## config.mk

```make
export PLATFORM = sky130hd
export DESIGN_NAME = vga_sync_gen
export DESIGN_NICKNAME = d
export VERILOG_FILES = /design/src/rtl/vga_pkg.sv /design/src/rtl/vga_axis_counter.sv /design/src/rtl/vga_sync_gen.sv
export SDC_FILE = /design/constraint.sdc
export NUM_CORES = 1
export LEC_CHECK = 0
export CELL_PAD_IN_SITES_DETAIL_PLACEMENT = 0
export CELL_PAD_IN_SITES_GLOBAL_PLACEMENT = 1
export CORE_MARGIN = 4
export CORE_UTILIZATION = 40
export DETAILED_ROUTE_END_ITERATION = 7
export PLACE_DENSITY_LB_ADDON = 0.1
export SETUP_SLACK_MARGIN = 0.4
export SLEW_MARGIN = 40
export SYNTH_ARGS = -nofsm -noshare
export SYNTH_HDL_FRONTEND = slang
export SYNTH_SLANG_ARGS = --single-unit
```

## constraint.sdc

```tcl
create_clock -name clk -period 4.8 [get_ports clk]
set_input_delay 0.96 -clock clk [delete_from_list [all_inputs] [get_ports clk]]
set_output_delay 0.96 -clock clk [all_outputs]
set_load 0.02 [all_outputs]
```

## src/rtl/vga_pkg.sv

```systemverilog
// Shared VGA timing package: default 640x480@60 timing constants, the helper
// that derives a total period from its four segments, and the counter width.
// Used by the sync generator and by downstream pixel-generation logic.
package vga_pkg;

    localparam int unsigned CountWidth = 10;

    // Total period of one axis: visible + front porch + sync + back porch.
    function automatic int unsigned axis_total(input int unsigned visible,
                                               input int unsigned front,
                                               input int unsigned sync,
                                               input int unsigned back);
        return visible + front + sync + back;
    endfunction

    localparam int unsigned HVisibleDef = 640;
    localparam int unsigned HFrontDef   = 16;
    localparam int unsigned HSyncDef    = 96;
    localparam int unsigned HBackDef    = 48;
    localparam int unsigned HTotalDef   = axis_total(HVisibleDef, HFrontDef, HSyncDef, HBackDef);

    localparam int unsigned VVisibleDef = 480;
    localparam int unsigned VFrontDef   = 10;
    localparam int unsigned VSyncDef    = 2;
    localparam int unsigned VBackDef    = 33;
    localparam int unsigned VTotalDef   = axis_total(VVisibleDef, VFrontDef, VSyncDef, VBackDef);

endpackage

```

## src/rtl/vga_axis_counter.sv

```systemverilog
// Wrap-around counter for one VGA axis.
// Ports:
//   clk     - system clock
//   reset   - synchronous active-high reset; loads Total-1 so the first
//             enabled step lands on 0
//   en_i    - advance by one this cycle
//   count_o - registered count, 0..Total-1
//   next_o  - value count_o takes at the next clock edge
//   wrap_o  - high when this enabled step wraps Total-1 -> 0
module vga_axis_counter #(
    parameter int unsigned Total = 800,
    parameter int unsigned Width = 10
) (
    input  logic             clk,
    input  logic             reset,
    input  logic             en_i,
    output logic [Width-1:0] count_o,
    output logic [Width-1:0] next_o,
    output logic             wrap_o
);

    localparam logic [Width-1:0] Last = Width'(Total - 1);

    logic [Width-1:0] count_q, count_d;
    logic             at_last;

    always_comb begin
        at_last = (count_q == Last);
        wrap_o  = en_i && at_last;
        count_d = count_q;
        if (en_i) begin
            count_d = at_last ? '0 : count_q + Width'(1);
        end
    end

    always_ff @(posedge clk) begin
        if (reset) begin
            count_q <= Last;
        end else begin
            count_q <= count_d;
        end
    end

    assign count_o = count_q;
    assign next_o  = count_d;

endmodule

```

## src/rtl/vga_sync_gen.sv

```systemverilog
// VGA sync generator. Advances a pixel position on each rising edge of the
// divided pixel clock (sampled as data in the clk domain) and produces
// registered sync/blanking outputs aligned with the counters.
// Ports:
//   clk         - system clock
//   reset       - synchronous active-high reset
//   divided_clk - pixel-rate square wave, sampled as data
//   pixel_tick  - one-cycle strobe when a new pixel is presented
//   hsync/vsync - active-low sync pulses
//   video_on    - current pixel lies in the visible region
//   pixel_x/y   - current horizontal / vertical position
//   frame_start - one-cycle pulse when the position becomes (0,0)
module vga_sync_gen
    import vga_pkg::*;
#(
    parameter int unsigned H_VISIBLE = HVisibleDef,
    parameter int unsigned H_FRONT   = HFrontDef,
    parameter int unsigned H_SYNC    = HSyncDef,
    parameter int unsigned H_BACK    = HBackDef,
    parameter int unsigned V_VISIBLE = VVisibleDef,
    parameter int unsigned V_FRONT   = VFrontDef,
    parameter int unsigned V_SYNC    = VSyncDef,
    parameter int unsigned V_BACK    = VBackDef
) (
    input  logic                  clk,
    input  logic                  reset,
    input  logic                  divided_clk,
    output logic                  pixel_tick,
    output logic                  hsync,
    output logic                  vsync,
    output logic                  video_on,
    output logic [CountWidth-1:0] pixel_x,
    output logic [CountWidth-1:0] pixel_y,
    output logic                  frame_start
);

    localparam int unsigned W      = CountWidth;
    localparam int unsigned HTotal = axis_total(H_VISIBLE, H_FRONT, H_SYNC, H_BACK);
    localparam int unsigned VTotal = axis_total(V_VISIBLE, V_FRONT, V_SYNC, V_BACK);

    localparam logic [W-1:0] HVis       = W'(H_VISIBLE);
    localparam logic [W-1:0] HSyncFirst = W'(H_VISIBLE + H_FRONT);
    localparam logic [W-1:0] HSyncLast  = W'(H_VISIBLE + H_FRONT + H_SYNC - 1);
    localparam logic [W-1:0] VVis       = W'(V_VISIBLE);
    localparam logic [W-1:0] VSyncFirst = W'(V_VISIBLE + V_FRONT);
    localparam logic [W-1:0] VSyncLast  = W'(V_VISIBLE + V_FRONT + V_SYNC - 1);

    logic         prev_q;
    logic         advance;
    logic [W-1:0] x_next, y_next;
    logic         x_wrap, y_wrap;
    logic         hsync_d, vsync_d, video_on_d;
    logic         pixel_tick_q, hsync_q, vsync_q, video_on_q, frame_start_q;

    // prev_q resets high so a divided_clk held high across reset release
    // does not look like a rising edge.
    always_ff @(posedge clk) begin
        if (reset) begin
            prev_q <= 1'b1;
        end else begin
            prev_q <= divided_clk;
        end
    end

    assign advance = divided_clk && !prev_q;

    vga_axis_counter #(
        .Total (HTotal),
        .Width (W)
    ) u_h_counter (
        .clk     (clk),
        .reset   (reset),
        .en_i    (advance),
        .count_o (pixel_x),
        .next_o  (x_next),
        .wrap_o  (x_wrap)
    );

    vga_axis_counter #(
        .Total (VTotal),
        .Width (W)
    ) u_v_counter (
        .clk     (clk),
        .reset   (reset),
        .en_i    (x_wrap),
        .count_o (pixel_y),
        .next_o  (y_next),
        .wrap_o  (y_wrap)
    );

    // Decode from the next counter values so the registered outputs change
    // on the same edge as the counters.
    always_comb begin
        hsync_d    = !((x_next >= HSyncFirst) && (x_next <= HSyncLast));
        vsync_d    = !((y_next >= VSyncFirst) && (y_next <= VSyncLast));
        video_on_d = (x_next < HVis) && (y_next < VVis);
    end

    always_ff @(posedge clk) begin
        if (reset) begin
            pixel_tick_q  <= 1'b0;
            hsync_q       <= 1'b1;
            vsync_q       <= 1'b1;
            video_on_q    <= 1'b0;
            frame_start_q <= 1'b0;
        end else begin
            pixel_tick_q  <= advance;
            hsync_q       <= hsync_d;
            vsync_q       <= vsync_d;
            video_on_q    <= video_on_d;
            // Vertical wrap only happens when both axes wrap, i.e. on (0,0).
            frame_start_q <= y_wrap;
        end
    end

    assign pixel_tick  = pixel_tick_q;
    assign hsync       = hsync_q;
    assign vsync       = vsync_q;
    assign video_on    = video_on_q;
    assign frame_start = frame_start_q;

endmodule

```

==> results of run 1 <==
-- cell type report --
| cell class | instances | area (um^2) |
|---|---|---|
| flip-flops and latches | 26 | 520 |
| clock inverters | 1 | 30.0 |
| inverters | 4 | 15.0 |
| clock buffers | 3 | 22.5 |
| well taps | 44 | 55.1 |
| fillers | 327 | 1460 |
| multi-input cells | 124 | 788 |
| repair buffers | 27 | 265 |
-- metal layers --
layer | track usage | wire (um)
met1 | 0.241 | 1720
met2 | 0.218 | 1350
met3 | 0.0459 | 125
met4 | 0.0228 | 19
met5 | 0 | 0
-- cell families (layout without fill, tap and decap cells) --
group | Yosys count | after routing | synth area share
multiplexers | 1 | 1 | 0.00739
flip-flops | 26 | 26 | 0.384
AND/OR/NAND/NOR | 81 | 81 | 0.343
XOR/XNOR | 11 | 11 | 0.0711
buffers and inverters | 10 | 35 | 0.0342
adder cells (fa/ha/maj) | 3 | 3 | 0.0277
AO/OA/AOI/OAI | 28 | 28 | 0.133
-- sequential cells by signal, summed over array words and instances, names as in the netlist --
signal,count
hsync,1
vsync,1
video_on,1
prev_q,1
pixel_tick,1
frame_start,1
u_v_counter.count_o,10
u_h_counter.count_o,10
-- worst register-to-register path, delay by kind of cell, from the launching register on --
family        cells  cell delay, ns
simple gates      5            1.96
xor+xnor          1            0.19
fa+ha+maj         1            0.32
flops             1            0.46
-- worst min path at each step --
stage	slack, ns	end	startpoint	depth (start not counted)
after floorplan	0.54	pixel_tick$_SDFF_PP0_	prev_q$_SDFF_PP1_	2
after global placement	0.53	u_v_counter.count_o[0]$_SDFF_PP0_	u_v_counter.count_o[0]$_SDFF_PP0_	2
after detailed placement	0.54	u_v_counter.count_o[0]$_SDFF_PP0_	u_v_counter.count_o[0]$_SDFF_PP0_	2
after CTS	0.56	u_v_counter.count_o[0]$_SDFF_PP0_	u_v_counter.count_o[0]$_SDFF_PP0_	2
after global routing	0.61	u_v_counter.count_o[0]$_SDFF_PP0_	u_v_counter.count_o[0]$_SDFF_PP0_	2
final	0.56	u_v_counter.count_o[0]$_SDFF_PP0_	u_v_counter.count_o[0]$_SDFF_PP0_	2
-- stage by stage --
| step | cell area, um^2 | hold slack (ns) | utilization |
|---|---|---|---|
| global placement | 1650 | 0.531 | 0.523 |
| CTS | 1700 | 0.562 | 0.540 |
| detailed placement | 1650 | 0.540 | 0.523 |
| global route | 1700 | 0.613 | 0.538 |
| floorplan | 1360 | 0.541 | - |
| finish | 1700 | 0.556 | 0.538 |
-- power by group --
part	internal (uW)	leakage [uW]	total, uW	switching, uW
logic	31.5	0.000371	76.1	44.6
clock network	84.4	0.0000279	152	67.7
registers	223	0.000211	233	9.48
total	339	0.000610	461	122
-- cells in the final DEF, fill, tap and decap left out, types with 2 or more instances in the layout --
cell,instances
a211o_1,2
a21o_1,2
a21oi_1,7
a31oi_1,4
and3_1,3
clkbuf_4,3
clkdlybuf4s50_1,26
dfxtp_1,26
ha_1,3
inv_1,4
nand2_1,14
nand2b_1,5
nand3_1,8
nand3b_1,3
nand4_1,6
nand4b_1,3
nor2_1,18
nor2b_1,4
nor3_1,3
o21ai_0,6
or2_2,3
or4_1,2
xnor2_1,5
xor2_1,6
==> results_dict.tcl, run 1 <==
set metrics [dict create \
    ctsLongestPathBuffers 2 \
    gr-usage-all-layers 0.158 \
    grt_pass1_vias 1075 \
    synthFlopType "dfxtp_1" \
    status "complete, no violations" \
    yosys_warnings 0 \
    max_freq_mhz 292 \
    cts_hold_buf 0 \
    worstReg2RegStart "u_h_counter.count_o[0]$_SDFF_PP1_" \
    path_max_fanout 14 \
    synth_area_um2 1360 \
    dpl_worst_slack_ns 1.02 \
    antenna_found_initial 0 \
    end_kind "flop" \
    cts_resized 0 \
    gp_congestion 0.850 \
    timing.rr.end "vsync$_SDFF_PP1_" \
    timing.setup.tns_ns 0 \
    relSlewSlack 0.531 \
    synth_top_area_share 0.384 \
    ys_top_cells_by_count "dfxtp_1 (26), nor2_1 (18), nand2_1 (14)" \
    syn_avg_cell_area_um2 8.47 \
    final_nets 192 \
    ff2ff_path_depth 7 \
    skew_ns 0.00293 \
    drt_pass1_iterations 5 \
    placed_cells_incl_taps 225 \
    cp-start-kind "primary input" \
    powerDensity_nw_per_um2 272 \
    clk_latency_ns 0.32 \
    drtIter0Drc 62 \
    clk_transition_reported_paths_ns 0.15 \
    setup.worst_path.end "vsync$_SDFF_PP1_" \
    die_x_um 66.2 \
    stdcell_count 229 \
    totalPowerFinal_uw 461 \
    timing.final.max_slew_violations 0 \
    yosysSeqAreaShare 0.384 \
    period_share 0.714 \
    drive_above_1_share 0.0649 \
    clockRootBuffer "clkbuf_4" \
    drv_cap 0 \
    cpPeakStageDelay_ns 0.56 \
    core_um2 3150 \
    min_period_ns 3.43 \
    yosysTopAreaCell "dfxtp_1" \
    synthTopCellsByArea "dfxtp_1 (38%), nor2_1 (5.0%), nand2_1 (3.9%)" \
    syn-instance-count 160 \
    ys_ff_latch 26 \
    cts_tree "done" \
    finalSetupViolCount 0 \
    syn_to_final_growth_pct 25.2 \
    cts-buffers-inserted 3 \
    num_io_pins 28 \
    grt_overflow 0 \
    slowest_stage "nor4_4" \
    htreeDepth 1 \
    crit_start "divided_clk" \
    cp_num_buf_inv 1 \
    finalHoldViolations 0 \
    async_reset_ff_frac 0 \
    crit_required_ns 5.02 \
    port_buffers 27 \
    synth_most_common_cell "dfxtp_1" \
    ant_nets 0 \
    grt_max_degree 24 \
    tightest_slew_ns 0.699 \
    row_count 20 \
    diodes 0 \
    synthesis.nets 166 \
    fp.dieH_um 66.2 \
    post-route-drc-count 0 \
    viasPerCell 5.25 \
    hold_path_class "flop to flop" \
    critical_path_class "primary input to flop" \
    yosysUniqueCellTypes 42 \
    wl_um 3210 \
    rsz0062_at_grt "false" \
    r2r_slack_ns 1.75 \
    critical_path.top_delay_family "simple AND/OR/NAND/NOR gates" \
    cts.sinks 26 \
    crit_arrival_ns 3.65 \
    wl_per_cell_um 14.0 \
    initial_core_util 0.430 \
    dieArea_um2 4380 \
    vias 1202 \
    synth_edf_count 0 \
    crit_cells 7 \
    power.leakage_uw 0.000610 \
    ir_drop_mv 0.225 \
    hpwl_um 2360 \
    post-cts-setup-buffers 0 \
    grt_pass1_wl_um 5450 \
    worst_slack_ns 1.37 \
    crit_chain "clkdlybuf4s50_1 > nand3b_1 > nor4_4 > nand3_1 > xor2_1 > or4b_1 > or4_1" \
]
(Power assumes the default switching activity.)
==> inputs of run 2 (changes only) <==
- CORE_UTILIZATION: 40 -> 37
- clock period: 4.8 -> 3.45 ns (I/O delays scaled with it)
==> run 2 against run 1 <==
Sequential share of layout area fell by 0.71 points. Wire length is 3.9% higher. Cell count increased by 2.6%. Design area is 2.4% higher. Sequential cell count is the same. Combinational power is 48% higher. Clock skew about the same. Register-to-register slack got worse by 0.99 ns. Worst setup slack worse by 0.73 ns. Utilization decreased by 3.4 points. Critical path type unchanged. Critical endpoint unchanged.
==> results_dict.tcl, run 2 (same netlist as run 1, synthesis figures left out) <==
set metrics [dict create \
    finalHoldViolations 0 \
    wl_per_cell_um 14.2 \
    highest_layer "met4" \
    viasPerCell 5.33 \
    crit_arrival_ns 2.97 \
    cts-buffers-inserted 3 \
    fillCellCount 337 \
    gp_congestion 0.851 \
    critical_path_class "primary input to flop" \
    layout_commonest_cell "clkdlybuf4s50_1" \
    grt_overflow 0 \
    relSlewSlack 0.728 \
    fp.dieH_um 68.5 \
    num_io_pins 28 \
    wl_met3_um 142 \
    dpl_worst_slack_ns 0.360 \
    cts_resized 0 \
    cts_hold_buf 0 \
    r2r_slack_ns 0.76 \
    min_period_ns 2.81 \
    row_count 21 \
    syn_to_final_growth_pct 28.2 \
    htreeDepth 1 \
    die_x_um 68.5 \
    wl_met2_um 1460 \
    timing.setup.tns_ns 0 \
    tightest_slew_ns 0.407 \
    stdcell_count 235 \
    worstHoldStart "u_v_counter.count_o[0]$_SDFF_PP0_" \
    crit_required_ns 3.61 \
    end_kind "flop" \
    port_buffers 27 \
    final_nets 196 \
    path_max_fanout 5 \
    drt_pass1_iterations 4 \
    hold_path_class "flop to flop" \
    hold_slack_ns 0.549 \
    wl_um 3340 \
    multi_input_area_um2 788 \
    drv_cap 0 \
    post-cts-setup-buffers 0 \
    initial_core_util 0.394 \
    drtIter0Drc 60 \
    diodes 0 \
    timing.rr.end "vsync$_SDFF_PP1_" \
    mostFrequentLayoutCells "clkdlybuf4s50_1 (27), dfxtp_1 (26), nor2_1 (18)" \
    seqCellArea_um2 520 \
    post-route-drc-count 0 \
    grt_pass1_vias 1155 \
    wl_met1_um 1700 \
    clockRootBuffer "clkbuf_8" \
    power.leakage_uw 0.000631 \
    vias 1252 \
    max_freq_mhz 356 \
    ir_drop_mv 0.129 \
    rsz0062_at_grt "false" \
    cts.sinks 26 \
    powerDensity_nw_per_um2 367 \
    period_share 0.815 \
    dieArea_um2 4690 \
    worst_slack_ns 0.639 \
    clk_transition_reported_paths_ns 0.09 \
    ctsLongestPathBuffers 2 \
    clk_latency_ns 0.27 \
    timing.final.max_slew_violations 0 \
    status "complete, no violations" \
    finalSetupViolCount 0 \
    placed_cells_incl_taps 231 \
    cp-start-kind "primary input" \
    grt_pass1_wl_um 5640 \
    gr-usage-all-layers 0.160 \
    ant_nets 0 \
    placed_area_um2 1680 \
    worstHoldEndpoint "u_v_counter.count_o[0]$_SDFF_PP0_" \
    skew_ns 0.00340 \
    hpwl_um 2490 \
    antenna_found_initial 0 \
    core_um2 3440 \
    grt_max_degree 15 \
    stdcell_area_um2 1740 \
    worstReg2RegStart "u_h_counter.count_o[0]$_SDFF_PP1_" \
    drive_above_1_share 0.0794 \
    min_path_cells 2 \
    ff2ff_path_depth 7 \
    cts_tree "done" \
]
==> run 2: cell count changes in the layout (fill, tap and decap cells not counted) <==
cell,change
clkdlybuf4s50_1,+1
buf_4,+4
bufinv_16,-1
clkbuf_8,+4
buf_2,-1
clkbuf_4,-3
==> run 2: worst max-delay path by stage <==
stage / slack (ns) / depth (start not counted) / start / endpoint
after detailed placement: 0.36 / 7 / divided_clk / vsync$_SDFF_PP1_
after floorplan: 0.87 / 7 / u_h_counter.count_o[0]$_SDFF_PP1_ / vsync$_SDFF_PP1_
after CTS: 0.64 / 7 / divided_clk / vsync$_SDFF_PP1_
final: 0.64 / 7 / divided_clk / vsync$_SDFF_PP1_
after global routing: 0.47 / 7 / divided_clk / vsync$_SDFF_PP1_
after global placement: 0.39 / 7 / divided_clk / vsync$_SDFF_PP1_
==> run 2: per-layer routing <==
metal / vias up / GRT usage
met5: - / 0
met4: 0 / 0.0521
met3: 4 / 0.0276
met2: 27 / 0.232
met1: 587 / 0.237
li1: 634 / -
==> run 2: worst max-delay path, cell delays in order <==
cell	delay, ns
clkdlybuf4s50_1	0.53
nand3b_1	0.17
nor4_4	0.25
nand3_1	0.13
xor2_1	0.17
or4b_1	0.50
or4_1	0.52
==> run 2: area by class of cell <==
class,count,area share
inverter,4,0.00865
tap,46,0.0331
sequential,26,0.300
timing repair buffer,31,0.173
multi-input combinational,124,0.454
clock buffer,4,0.0317
==> run 2: report_power, final <==
group,switching [uW],internal (uW)
clock,97.9,102
sequential,13.9,310
combinational,63.9,48.8
==> run 2: per-stage QoR <==
| stage | utilization | power [uW] |
|---|---|---|
| after floorplan | - | 400 |
| after global placement | 0.489 | 443 |
| after detailed placement | 0.489 | 443 |
| after CTS | 0.505 | 646 |
| after global routing | 0.505 | 670 |
| final | 0.505 | 637 |
==> inputs of run 3 (changes only) <==
- CORE_UTILIZATION: 37 -> 33
- clock period: 3.45 -> 2.45 ns (I/O delays scaled with it)
==> run 3 against run 2 <==
Combinational power up 82%. Sequential power is 39% higher. Register-to-register slack got worse by 0.63 ns. Clock-buffer cell count unchanged. Sequential share of layout area down 3.5 points. Worst hold slack got worse by 0.038 ns. Highest routed layer unchanged.
==> results_dict.tcl, run 3 (same netlist as run 1, synthesis figures left out) <==
set metrics [dict create \
    status "complete, no violations" \
    fp.dieH_um 72.1 \
    port_buffers 27 \
    crit_arrival_ns 2.46 \
    gr-usage-all-layers 0.141 \
    gp_congestion 1.00 \
    drive_above_1_share 0.249 \
    powerDensity_nw_per_um2 450 \
    drt_pass1_iterations 4 \
    skew_ns 0.00317 \
    clockRootBuffer "clkbuf_8" \
    finalSetupViolCount 0 \
    grt_max_degree 17 \
    dpl_worst_slack_ns -0.317 \
    critical_path_class "flop to flop" \
    grt_pass1_wl_um 5860 \
    wl_per_cell_um 13.8 \
    crit_chain "ha_4 > nand3b_1 > nor4_4 > buf_4 > buf_6 > a31oi_1 > or4b_1 > or4_1" \
    final_nets 224 \
    rsz0062_at_grt "true" \
    syn_to_final_growth_pct 48.1 \
    grt_pass1_vias 1325 \
    row_count 23 \
    cp_num_buf_inv 2 \
    post-route-drc-count 0 \
    clk_transition_reported_paths_ns 0.09 \
    dieArea_um2 5200 \
    timing.final.max_slew_violations 0 \
    ctsLongestPathBuffers 2 \
    min_period_ns 2.32 \
    path_max_fanout 4 \
    mostFrequentLayoutCells "buf_4 (30), clkdlybuf4s50_1 (26), dfxtp_1 (21)" \
    tightest_slew_ns 0.404 \
    drtIter0Drc 98 \
    ant_nets 0 \
    core_um2 4000 \
    finalHoldViolations 0 \
    crit_required_ns 2.60 \
    hold_path_class "flop to flop" \
    max_freq_mhz 432 \
    worst_slack_ns 0.135 \
    clk_latency_ns 0.27 \
    end_kind "flop" \
    layout_commonest_cell "buf_4" \
    grt_overflow 0 \
    hpwl_um 2760 \
    antenna_found_initial 0 \
    slowest_stage "or4b_1" \
    relSlewSlack 0.730 \
    cts_tree "done" \
    htreeDepth 1 \
    viasPerCell 5.06 \
    period_share 0.945 \
    cts.sinks 26 \
    timing.setup.tns_ns 0 \
    cpPeakStageDelay_ns 0.50 \
    fillCellCount 386 \
    diodes 0 \
    critical_path.top_delay_family "simple AND/OR/NAND/NOR gates" \
    cp-start-kind "flop" \
    initial_core_util 0.339 \
    cts_hold_buf 0 \
    power.leakage_uw 0.000775 \
    die_x_um 72.1 \
    totalPowerFinal_uw 904 \
    num_io_pins 28 \
    ir_drop_mv 0.195 \
    wl_um 3680 \
    vias 1350 \
    drv_cap 0 \
    cts-buffers-inserted 3 \
]
run 3: layer usage:
layer	part of all wire	wire, um	GRT usage	vias to the layer above
li1	-	-	-	680
met1	0.43	1590	0.164	626
met2	0.51	1870	0.247	34
met3	0.033	122	0.0249	10
met4	0.025	93	0.0668	0
met5	0	0	0	-
run 3: worst paths after layout:
check	startpoint	end	slack [ns]	cells after the start
setup / recovery	u_h_counter.count_o[1]$_SDFF_PP1_	vsync$_SDFF_PP1_	0.13	8
hold / removal	u_v_counter.count_o[0]$_SDFF_PP0_	u_v_counter.count_o[0]$_SDFF_PP0_	0.51	3
setup reg to reg	u_h_counter.count_o[1]$_SDFF_PP1_	vsync$_SDFF_PP1_	0.13	8
hold reg to reg	u_v_counter.count_o[0]$_SDFF_PP0_	u_v_counter.count_o[0]$_SDFF_PP0_	0.51	3
run 3: where the power goes:
| group | switching [uW] | internal (uW) | total, uW | leakage (uW) |
|---|---|---|---|---|
| combinational | 105 | 100 | 206 | 0.000540 |
| clock | 131 | 116 | 247 | 0.0000228 |
| sequential | 15.3 | 436 | 451 | 0.000213 |
run 3: area by class of cell:
| class | instances | area, um^2 | share of cell area |
|---|---|---|---|
| flip-flops and latches | 26 | 532 | 0.265 |
| well taps | 50 | 62.6 | 0.0312 |
| inverters | 4 | 15.0 | 0.00748 |
| clock buffers | 4 | 45.0 | 0.0224 |
| multi-input cells | 124 | 836 | 0.416 |
| repair buffers | 59 | 517 | 0.257 |
run 3: worst reg2reg max path, delay by kind of cell, from the launching register on:
| family | cells | cell delay [ns] |
|---|---|---|
| AND/OR/NAND/NOR | 4 | 1.36 |
| flip-flops | 1 | 0.38 |
| buffers and inverters | 2 | 0.25 |
| adder cells (fa/ha/maj) | 1 | 0.14 |
| AO/OA/AOI/OAI | 1 | 0.07 |
run 3: timing repair:
action,CTS,global route
gates resized for setup,2,7
pin swaps,7,9
endpoints found under the setup margin,5,6
buffers inserted,5,5
run 3: per-stage QoR:
| step | hold WS [ns] | cell area, um^2 | util | cells |
|---|---|---|---|---|
| 3_5_place_dp | 0.506 | 1860 | 0.466 | 253 |
| 3_3_place_gp | 0.501 | 1860 | 0.466 | 253 |
| 6_report | 0.511 | 2010 | 0.502 | 267 |
| 5_1_grt | 0.541 | 2010 | 0.502 | 267 |
| 4_1_cts | 0.523 | 1950 | 0.487 | 262 |
| 2_1_floorplan | 0.517 | 1400 | - | 160 |
